$ cat src/rtl/multicycle_control.sv
// Main control FSM for a multicycle MIPS datapath with a bounded memory-ready wait.
// Optional ADDI support is enabled by defining MULTICYCLE_ADDI_EN.
module multicycle_control #(
    parameter int unsigned MEM_TIMEOUT = 8,
    parameter int unsigned CNT_W       = 4
) (
    input  logic       clk,
    input  logic       rst_n,
    input  logic [5:0] opcode,
    input  logic       mem_ready,
    output logic       pc_write,
    output logic       pc_write_cond,
    output logic [1:0] pc_source,
    output logic       iord,
    output logic       mem_read,
    output logic       mem_write,
    output logic       ir_write,
    output logic       mem_to_reg,
    output logic       reg_dst,
    output logic       reg_write,
    output logic       alu_src_a,
    output logic [1:0] alu_src_b,
    output logic [1:0] alu_op,
    output logic       illegal_op,
    output logic       mem_err,
    output logic [3:0] state
);

    typedef enum logic [3:0] {
        StFetch   = 4'd0,
        StDecode  = 4'd1,
        StMemAddr = 4'd2,
        StMemRd   = 4'd3,
        StMemWb   = 4'd4,
        StMemWr   = 4'd5,
        StExec    = 4'd6,
        StRWb     = 4'd7,
        StBranch  = 4'd8,
        StJump    = 4'd9,
        StAddiEx  = 4'd10,
        StAddiWb  = 4'd11
    } state_e;

    localparam logic [5:0] OpR   = 6'h00;
    localparam logic [5:0] OpJ   = 6'h02;
    localparam logic [5:0] OpBeq = 6'h04;
    localparam logic [5:0] OpLw  = 6'h23;
    localparam logic [5:0] OpSw  = 6'h2B;
`ifdef MULTICYCLE_ADDI_EN
    localparam logic [5:0] OpAddi = 6'h08;
`endif

    localparam logic [CNT_W-1:0] WaitLast = CNT_W'(MEM_TIMEOUT - 1);

    state_e           state_q, state_d;
    logic [CNT_W-1:0] wait_cnt_q, wait_cnt_d;
    logic             illegal_q, illegal_d;
    logic             mem_err_q, mem_err_d;
    logic             mem_state;
    logic             timeout_hit;
    logic             abort;

    always_ff @(posedge clk) begin
        if (!rst_n) begin
            state_q    <= StFetch;
            wait_cnt_q <= '0;
            illegal_q  <= 1'b0;
            mem_err_q  <= 1'b0;
        end else begin
            state_q    <= state_d;
            wait_cnt_q <= wait_cnt_d;
            illegal_q  <= illegal_d;
            mem_err_q  <= mem_err_d;
        end
    end

    // Ready wins over the timeout when both land in the same cycle.
    assign timeout_hit = !mem_ready && (wait_cnt_q == WaitLast);

    always_comb begin
        state_d   = StFetch;
        illegal_d = 1'b0;
        mem_state = 1'b0;
        abort     = 1'b0;
        case (state_q)
            StFetch: begin
                mem_state = 1'b1;
                if (mem_ready)        state_d = StDecode;
                else if (timeout_hit) abort   = 1'b1;
                else                  state_d = StFetch;
            end
            StDecode: begin
                case (opcode)
                    OpR:        state_d = StExec;
                    OpLw, OpSw: state_d = StMemAddr;
                    OpBeq:      state_d = StBranch;
                    OpJ:        state_d = StJump;
`ifdef MULTICYCLE_ADDI_EN
                    OpAddi:     state_d = StAddiEx;
`endif
                    default:    illegal_d = 1'b1;
                endcase
            end
            StMemAddr: begin
                if (opcode == OpSw)      state_d = StMemWr;
                else if (opcode == OpLw) state_d = StMemRd;
            end
            StMemRd: begin
                mem_state = 1'b1;
                if (mem_ready)        state_d = StMemWb;
                else if (timeout_hit) abort   = 1'b1;
                else                  state_d = StMemRd;
            end
            StMemWr: begin
                mem_state = 1'b1;
                if (mem_ready)        state_d = StFetch;
                else if (timeout_hit) abort   = 1'b1;
                else                  state_d = StMemWr;
            end
            StExec:   state_d = StRWb;
`ifdef MULTICYCLE_ADDI_EN
            StAddiEx: state_d = StAddiWb;
`endif
            default:  state_d = StFetch;
        endcase
        mem_err_d = abort;
        // Counter restarts on any entry (including re-entry of FETCH after an abort).
        if (mem_state && !abort && (state_d == state_q)) wait_cnt_d = wait_cnt_q + CNT_W'(1);
        else                                             wait_cnt_d = '0;
    end

    always_comb begin
        pc_write      = 1'b0;
        pc_write_cond = 1'b0;
        pc_source     = 2'b00;
        iord          = 1'b0;
        mem_read      = 1'b0;
        mem_write     = 1'b0;
        ir_write      = 1'b0;
        mem_to_reg    = 1'b0;
        reg_dst       = 1'b0;
        reg_write     = 1'b0;
        alu_src_a     = 1'b0;
        alu_src_b     = 2'b00;
        alu_op        = 2'b00;
        illegal_op    = 1'b0;
        mem_err       = 1'b0;
        state         = 4'd0;
        if (rst_n) begin
            illegal_op = illegal_q;
            mem_err    = mem_err_q;
            state      = state_q;
            case (state_q)
                StFetch: begin
                    mem_read  = 1'b1;
                    alu_src_b = 2'b01;
                    ir_write  = mem_ready;
                    pc_write  = mem_ready;
                end
                StDecode: alu_src_b = 2'b11;
                StMemAddr: begin
                    alu_src_a = 1'b1;
                    alu_src_b = 2'b10;
                end
                StMemRd: begin
                    mem_read = 1'b1;
                    iord     = 1'b1;
                end
                StMemWb: begin
                    reg_write  = 1'b1;
                    mem_to_reg = 1'b1;
                end
                StMemWr: begin
                    mem_write = 1'b1;
                    iord      = 1'b1;
                end
                StExec: begin
                    alu_src_a = 1'b1;
                    alu_op    = 2'b10;
                end
                StRWb: begin
                    reg_write = 1'b1;
                    reg_dst   = 1'b1;
                end
                StBranch: begin
                    alu_src_a     = 1'b1;
                    alu_op        = 2'b01;
                    pc_write_cond = 1'b1;
                    pc_source     = 2'b01;
                end
                StJump: begin
                    pc_write  = 1'b1;
                    pc_source = 2'b10;
                end
`ifdef MULTICYCLE_ADDI_EN
                StAddiEx: begin
                    alu_src_a = 1'b1;
                    alu_src_b = 2'b10;
                end
                StAddiWb: reg_write = 1'b1;
`endif
                default: ;
            endcase
        end
    end

endmodule

$ cat config.mk
export PLATFORM = sky130hd
export DESIGN_NAME = multicycle_control
export DESIGN_NICKNAME = d
export VERILOG_FILES = /design/src/rtl/multicycle_control.sv
export SDC_FILE = /design/constraint.sdc
export NUM_CORES = 1
export LEC_CHECK = 0
export ABC_AREA = 1
export BUFFER_PORTS_ARGS = -buffer_cell sky130_fd_sc_hd__buf_2
export CAP_MARGIN = 10
export CORE_ASPECT_RATIO = 1.2
export CORE_MARGIN = 2
export CORE_UTILIZATION = 45
export CTS_BUF_LIST = sky130_fd_sc_hd__clkbuf_4 sky130_fd_sc_hd__clkbuf_8
export CTS_CLUSTER_SIZE = 14
export DETAILED_ROUTE_END_ITERATION = 12
export PLACE_DENSITY = 0.75
export SKIP_CTS_REPAIR_TIMING = 1
export SLEW_MARGIN = 20
export SYNTH_ARGS = -nofsm -noshare
export SYNTH_HDL_FRONTEND = slang
export SYNTH_SLANG_ARGS = --single-unit
$ cat constraint.sdc
create_clock -name clk -period 2.2 [get_ports clk]
set_clock_uncertainty 0.1 [all_clocks]
set_input_delay 0.44 -clock clk [delete_from_list [all_inputs] [get_ports clk]]
set_output_delay 0.44 -clock clk [all_outputs]
set_load 0.02 [all_outputs]
==> impl_metrics.ini, run 1 <==
[placement]
io_buffers = 30
gp_congestion = 0.857
pre_cts_ws_ns = 0.428
post-dp-hpwl_um = 1460
dp.cells = 177

[sta]
hold_viol_final = 0
min_period_ns = 2.00
setup_violations = 0
max_clock_freq_ghz = 0.500
drv_slew = 0
period_share = 0.909
tightest_slew_ns = 0.347
fin_setup_tns_ns = 0
hold_slack_ns = 0.352
rsz0062_at_grt = false
setup_ws_ns = 0.200
slew_headroom = 0.768

[floorplanning]
dieArea_mm2 = 0.00207
die_width_um = 41.9
die_y_um = 49.4
row_count = 16
pin_count = 31
start_util = 0.478
core_mm2 = 0.00162

[cts]
path_clk_slew_ns = 0.06
htree_levels = 1
cts.sinks = 10
cts_root_buf = clkbuf_4
cts_buffers = 3
cts_tree = done
clk_latency_ns = 0.26
clockBufferDepth = 2

[logic_synthesis]
synthCells = 133
synth_top_family_by_area = simple AND/OR/NAND/NOR gates
ys_types = 23
synth_seq_area_share = 0.258
synth_warnings = 0
netlist_area_um2 = 774
synth_compound_area_frac = 0.0727
synth-xor-area-share = 0.0226
post_synth.cell_area_avg_um2 = 5.82
synth.net_count = 143
ys_ff_latch = 10
synthAdderAreaFrac = 0.0162
yosys.area_share.simple = 0.485
synthMuxAreaShare = 0

[finish]
layout-drive-gt1-share = 0.284
antenna_cells = 0
synthToLayoutAreaGrowth_pct = 22.3
final.fill_count = 167
fin_util = 0.584
nets = 174
final_cells = 180

[critical_path]
worstPathCellList = nor2_1, nand2_1, nor2_1, inv_1, o22ai_1, buf_2
reg2reg_depth = 10
required_ns = 1.66
r2r_start = state_q[1]
rr_endpoint = wait_cnt_q[2]
end_kind = output port
crit_path_start_kind = register
cp.arrival_ns = 1.46
ff2ff_setup_slack_ns = 0.58
cpMostUsedCell = nor2_1
cp_max_fo = 8
critPathSlowestCell = dfxtp_1
critPathMaxStageDelay_ns = 0.41
path_class = register to output port

[power_and_ir_drop]
peakVddDrop_mv = 0.391
p_leak_uw = 0.000563
pwr-share-comb = 0.190
power.switching_uw = 113
power_switching_share = 0.292
power_frac_seq = 0.493
power.density_mw_per_mm2 = 408
p_int_uw = 273
clkPwrFrac = 0.317

[detailed_routing]
ant_nets = 0
viasPerCell = 4.93
vias = 888
wl_um = 1780
route.detailed.drc = 0
drtPass1Iterations = 4
drtIter0Drc = 19
wire_per_inst_um = 9.89

[global_route]
antenna_found_initial = 0
grt_max_degree = 12
grt_pass1_wl_um = 3120
overflow = 0
grt_use_total = 0.191
first_global_vias = 793

[worst_hold_path]
min_path_cells = 1
worstHoldPathType = register to register
hold_start = wait_cnt_q[0]
min_to = wait_cnt_q[0]

[run_status]
outcome = completed

[job]
drv_cap = 0
==> state kept, by name, indices dropped and copies added (netlist names) <==
register,cells
mem_err_q,1
wait_cnt_q,4
illegal_q,1
state_q,4
==> critical path: cells and delay by family, from the launching register on <==
family | cells | cell delay [ns]
compound gates | 1 | 0.10
buf+inv | 2 | 0.27
flops | 1 | 0.41
simple gates | 3 | 0.41
==> power groups by stage <==
stage,sequential (uW),combinational [uW],clock (uW)
2_1_floorplan,193,51.5,0
3_3_place_gp,195,72.1,0
3_5_place_dp,195,73.0,0
4_1_cts,191,73.2,126
5_1_grt,191,83.4,134
6_report,191,73.5,122
==> worst max-delay path by stage <==
stage / from / endpoint / slack [ns] / cells after the start
floorplan: rst_n / pc_source[0] / 0.04 / 6
global placement: rst_n / pc_write / 0.47 / 6
detailed placement: rst_n / pc_write / 0.43 / 6
CTS: state_q[1] / pc_write / 0.21 / 6
global route: state_q[1] / pc_write / 0.04 / 6
finish: state_q[1] / pc_write / 0.20 / 6
==> metrics by stage <==
step                      area [um^2]  power (uW)
final                             947         386
after detailed placement          925         268
after global routing              947         409
after floorplan                   774         245
after CTS                         947         390
after global placement            925         267
==> cells in the mapped netlist, drive strengths merged <==
library cell | n | area share
nor2 | 39 | 0.22
nand2 | 27 | 0.14
inv | 24 | 0.12
dfxtp | 10 | 0.26
nand3 | 10 | 0.078
a21oi | 5 | 0.032
nand4 | 3 | 0.024
buf | 2 | 0.019
clkbuf | 2 | 0.0097
nor3 | 2 | 0.013
o22ai | 2 | 0.016
a211oi | 1 | 0.0097
a31oi | 1 | 0.0081
ha | 1 | 0.016
nor4 | 1 | 0.0081
o21ai | 1 | 0.0065
xnor2 | 1 | 0.011
xor2 | 1 | 0.011
==> layout by cell type, fill, tap and decap left out, types with 2 or more instances in the layout <==
cell type and n:
a21oi_1 5, buf_2 30, clkbuf_4 3, dfxtp_1 10, inv_1 22, inv_2 2
nand2_1 24, nand2_2 3, nand3_1 8, nand3_2 2, nand4_1 3, nor2_1 33
nor2_2 4, nor2_4 2, nor3_1 2, o22ai_1 2
==> cell families after synthesis <==
| family | after synthesis |
|---|---|
| XOR/XNOR | 2 |
| buffers and inverters | 28 |
| AND/OR/NAND/NOR | 82 |
| AO/OA/AOI/OAI | 10 |
| flip-flops | 10 |
| adder cells (fa/ha/maj) | 1 |
==> per-layer routing <==
metal,vias up,track usage,part of all wire
li1,474,-,-
met1,374,0.219,0.45
met2,36,0.339,0.47
met3,4,0.0370,0.074
met4,0,0.0806,0.013
met5,-,0,0
==> cell type report <==
type | count | area (um^2) | share of cell area
multi-input combinational | 95 | 462 | 0.487
inverter | 24 | 90.1 | 0.0951
tap | 18 | 22.5 | 0.0238
sequential | 10 | 200 | 0.211
timing repair buffer | 30 | 150 | 0.159
clock buffer | 3 | 22.5 | 0.0238
(Power assumes the default switching activity.)
==> run 2, diff against run 1 <==
--- a/config.mk
+++ b/config.mk
@@ -9,3 +9,3 @@
 export BUFFER_PORTS_ARGS = -buffer_cell sky130_fd_sc_hd__buf_2
-export CAP_MARGIN = 10
+export CAP_MARGIN = 30
 export CORE_ASPECT_RATIO = 1.2
==> constraint.sdc (replaced) <==
create_clock -name clk -period 2.2 [get_ports clk]
set_clock_uncertainty 0.1 [all_clocks]
set_input_delay 0.22 -clock clk [delete_from_list [all_inputs] [get_ports clk]]
set_output_delay 0.22 -clock clk [all_outputs]
set_load 0.02 [all_outputs]
==> impl_metrics.ini, run 2 (synthesis gave the netlist of run 1 again) <==
[detailed_routing]
drtPass1Iterations = 4
vias = 891
wire_per_inst_um = 10.1
wl_um = 1830
viasPerCell = 4.92
route.detailed.drc = 0
ant_nets = 0
drtIter0Drc = 21

[finish]
fin_util = 0.593
layout-drive-gt1-share = 0.288
final_cell_mix = 33 x nor2_1, 30 x buf_2, 24 x nand2_1, 22 x inv_1, 10 x dfxtp_1
reg.largest.list = state_q (4), wait_cnt_q (4)
synthToLayoutAreaGrowth_pct = 24.1
final_area_um2 = 961
layout_commonest_cell = nor2_1
nets = 174
antenna_cells = 0

[power_and_ir_drop]
p_leak_uw = 0.000570
power.density_mw_per_mm2 = 450
peakVddDrop_mv = 0.299
finalPower_uw = 433

[placement]
io_buffers = 30
gp_congestion = 0.852
place_area_um2 = 925
post-dp-hpwl_um = 1500
pre_cts_ws_ns = 0.611

[global_route]
grt_max_degree = 12
overflow = 0
grt_pass1_wl_um = 3390
antenna_found_initial = 0
first_global_vias = 826
grt_use_total = 0.207

[cts]
clk_latency_ns = 0.27
cts_tree = done
cts_root_buf = clkbuf_4
cts_buffers = 3
htree_levels = 1
cts.sinks = 10
path_clk_slew_ns = 0.07
clockBufferDepth = 2

[floorplanning]
die_width_um = 41.9
core_mm2 = 0.00162
row_count = 16
pin_count = 31
dieArea_mm2 = 0.00207
die_y_um = 49.4
start_util = 0.478

[sta]
tightest_slew_ns = 0.313
slew_headroom = 0.791
period_share = 0.809
setup_violations = 0
hold_viol_final = 0
setup_ws_ns = 0.421
min_period_ns = 1.78
drv_slew = 0
max_clock_freq_ghz = 0.562
fin_setup_tns_ns = 0
rsz0062_at_grt = false

[critical_path]
path_class = register to output port
worstPathCellList = nor2_1, nand2_1, nor2_1, inv_1, o22ai_1, buf_2
critPathMaxStageDelay_ns = 0.40
cp.arrival_ns = 1.46
cpMostUsedCell = nor2_1
critPathSlowestCell = dfxtp_1
crit_path_start_kind = register
end_kind = output port
cp_max_fo = 8
required_ns = 1.88

[job]
drv_cap = 0

[worst_hold_path]
worstHoldPathType = input port to register

[run_status]
outcome = completed
## run 2: path summary, 6_finish.rpt
kind            startpoint       endpoint  slack, ns  cells past startpoint
min                  rst_n     state_q[2]       0.17                      3
max reg2reg  wait_cnt_q[0]  wait_cnt_q[3]       0.61                     10
min reg2reg  wait_cnt_q[0]  wait_cnt_q[0]       0.36                      1
max             state_q[1]       pc_write       0.42                      6
## run 2: power by group
group	internal, uW	switching [uW]	leakage, uW
sequential	186	4.94	0.0000812
clock	101	66.8	0.0000210
combinational	24.7	50.2	0.000468
## run 2: layer usage
layer  up-vias  global-route usage  part of all wire
met5         -                   0                 0
met4         0               0.108             0.016
met3         4              0.0296             0.064
met2        30               0.354              0.49
met1       383               0.247              0.43
li1        474                   -                 -
## run 2: layout make-up
type	instances	area, um^2
repair buffers	30	150
inverters	24	90.1
well taps	18	22.5
multi-input cells	95	462
flip-flops and latches	10	200
clock buffers	4	36.3
fillers	171	661
## run 2: stage by stage
| step | cells | hold WS (ns) |
|---|---|---|
| after CTS | 181 | 0.158 |
| after detailed placement | 177 | 0.351 |
| final | 181 | 0.167 |
| after global placement | 177 | 0.331 |
| after global routing | 181 | 0.180 |
| after floorplan | 133 | 0.317 |
## run 2: worst max-delay path, delay by kind of cell (launching register included)
| family | cells | cell delay (ns) |
|---|---|---|
| buffers and inverters | 2 | 0.26 |
| DFF | 1 | 0.40 |
| AOI/OAI and AO/OA | 1 | 0.11 |
| and+or+nand+nor | 3 | 0.42 |
==> run 3, diff against run 2 <==
- clock period: 2.2 -> 1.75 ns (I/O delays scaled with it)
==> impl_metrics.ini, run 3 (synthesis gave the netlist of run 1 again) <==
[placement]
io_buffers = 30
post-dp-hpwl_um = 1520
place_area_um2 = 925
gp_congestion = 0.852
pre_cts_ws_ns = 0.180

[detailed_routing]
wl_um = 1940
drtIter0Drc = 19
vias = 906
drtPass1Iterations = 4
wire_per_inst_um = 10.6
viasPerCell = 4.98
ant_nets = 0
route.detailed.drc = 0

[cts]
cts_tree = done
cts.sinks = 10
cts_root_buf = clkbuf_4
path_clk_slew_ns = 0.07
clk_latency_ns = 0.27
cts_buffers = 3
clockBufferDepth = 2
htree_levels = 1

[power_and_ir_drop]
finalPower_uw = 550
p_leak_uw = 0.000577
pwr-share-comb = 0.177
power_switching_share = 0.285
p_int_uw = 393
power.switching_uw = 157
peakVddDrop_mv = 0.372
power_frac_seq = 0.438
power.density_mw_per_mm2 = 555
clkPwrFrac = 0.385

[floorplanning]
pin_count = 31
core_mm2 = 0.00162
row_count = 16
die_width_um = 41.9
start_util = 0.478
dieArea_mm2 = 0.00207
die_y_um = 49.4

[global_route]
overflow = 0
use_met3 = 0.0296
first_global_vias = 825
use_met1 = 0.247
grt_max_degree = 12
antenna_found_initial = 0
grt_pass1_wl_um = 3430
grt.met2_usage = 0.370
top_usage_layer = met2
grt_use_total = 0.213

[critical_path]
path_class = register to output port
end_kind = output port
crit_path_start_kind = register
required_ns = 1.47
cp.arrival_ns = 1.40
cp_max_fo = 8

[sta]
setup_ws_ns = 0.0715
period_share = 0.959
fin_setup_tns_ns = 0
setup_violations = 0
rsz0062_at_grt = true
min_period_ns = 1.68
hold_viol_final = 0
tightest_slew_ns = 0.333
slew_headroom = 0.778
hold_slack_ns = 0.135
max_clock_freq_ghz = 0.596
drv_slew = 0

[finish]
layout-drive-gt1-share = 0.348
final_area_um2 = 991
nets = 175
reg.largest.list = state_q (4), wait_cnt_q (4)
synthToLayoutAreaGrowth_pct = 27.9
final_cell_mix = 30 x buf_2, 29 x nor2_1, 24 x nand2_1, 22 x inv_1, 8 x nand3_1
antenna_cells = 0
layout_commonest_cell = buf_2

[worst_hold_path]
worstHoldPathType = input port to register

[job]
drv_cap = 0

[run_status]
outcome = completed
run 3: changes by cell type in the layout (fill, tap and decap cells not counted), sizes merged:
cell | previous run | this run
buf | 30 | 31
run 3: layout make-up:
class	instances	area, um^2
clock buffer	4	36.3
fill	171	631
inverter	24	90.1
multi-input combinational	95	479
sequential	10	205
tap	18	22.5
timing repair buffer	31	158
run 3: per-stage QoR:
stage | utilization | std cells
final | 0.611 | 182
after global routing | 0.611 | 182
after CTS | 0.593 | 181
after global placement | 0.570 | 177
after detailed placement | 0.570 | 177
after floorplan | - | 133
run 3: power groups by stage:
stage / Sequential [uW] / Combinational [uW] / Clock, uW
after floorplan: 243 / 64.7 / 0
after global placement: 245 / 92.4 / 0
after detailed placement: 245 / 93.3 / 0
after CTS: 240 / 94.2 / 219
after global routing: 242 / 112 / 230
final: 241 / 97.2 / 211
run 3: worst max-delay path: stages (launching register included):
cell and delay, ns:
dfxtp_2 0.37, nor2_2 0.15, nand2_1 0.11, nor2_2 0.15, inv_1 0.08, o22ai_1 0.10
buf_2 0.18
run 3: metal layers:
metal  wire length, um  vias to the layer above
met1               771                      386
met2               940                       41
met3               160                        8
met5                 0                        -
met4                63                        0
li1                  -                      471
run 3: final timing paths:
kind,start,to,slack (ns),cells past startpoint
setup reg to reg,state_q[2],wait_cnt_q[3],0.25,10
hold / removal,rst_n,state_q[2],0.13,3
hold reg to reg,wait_cnt_q[0],wait_cnt_q[0],0.32,1
setup / recovery,state_q[1],pc_write,0.07,6
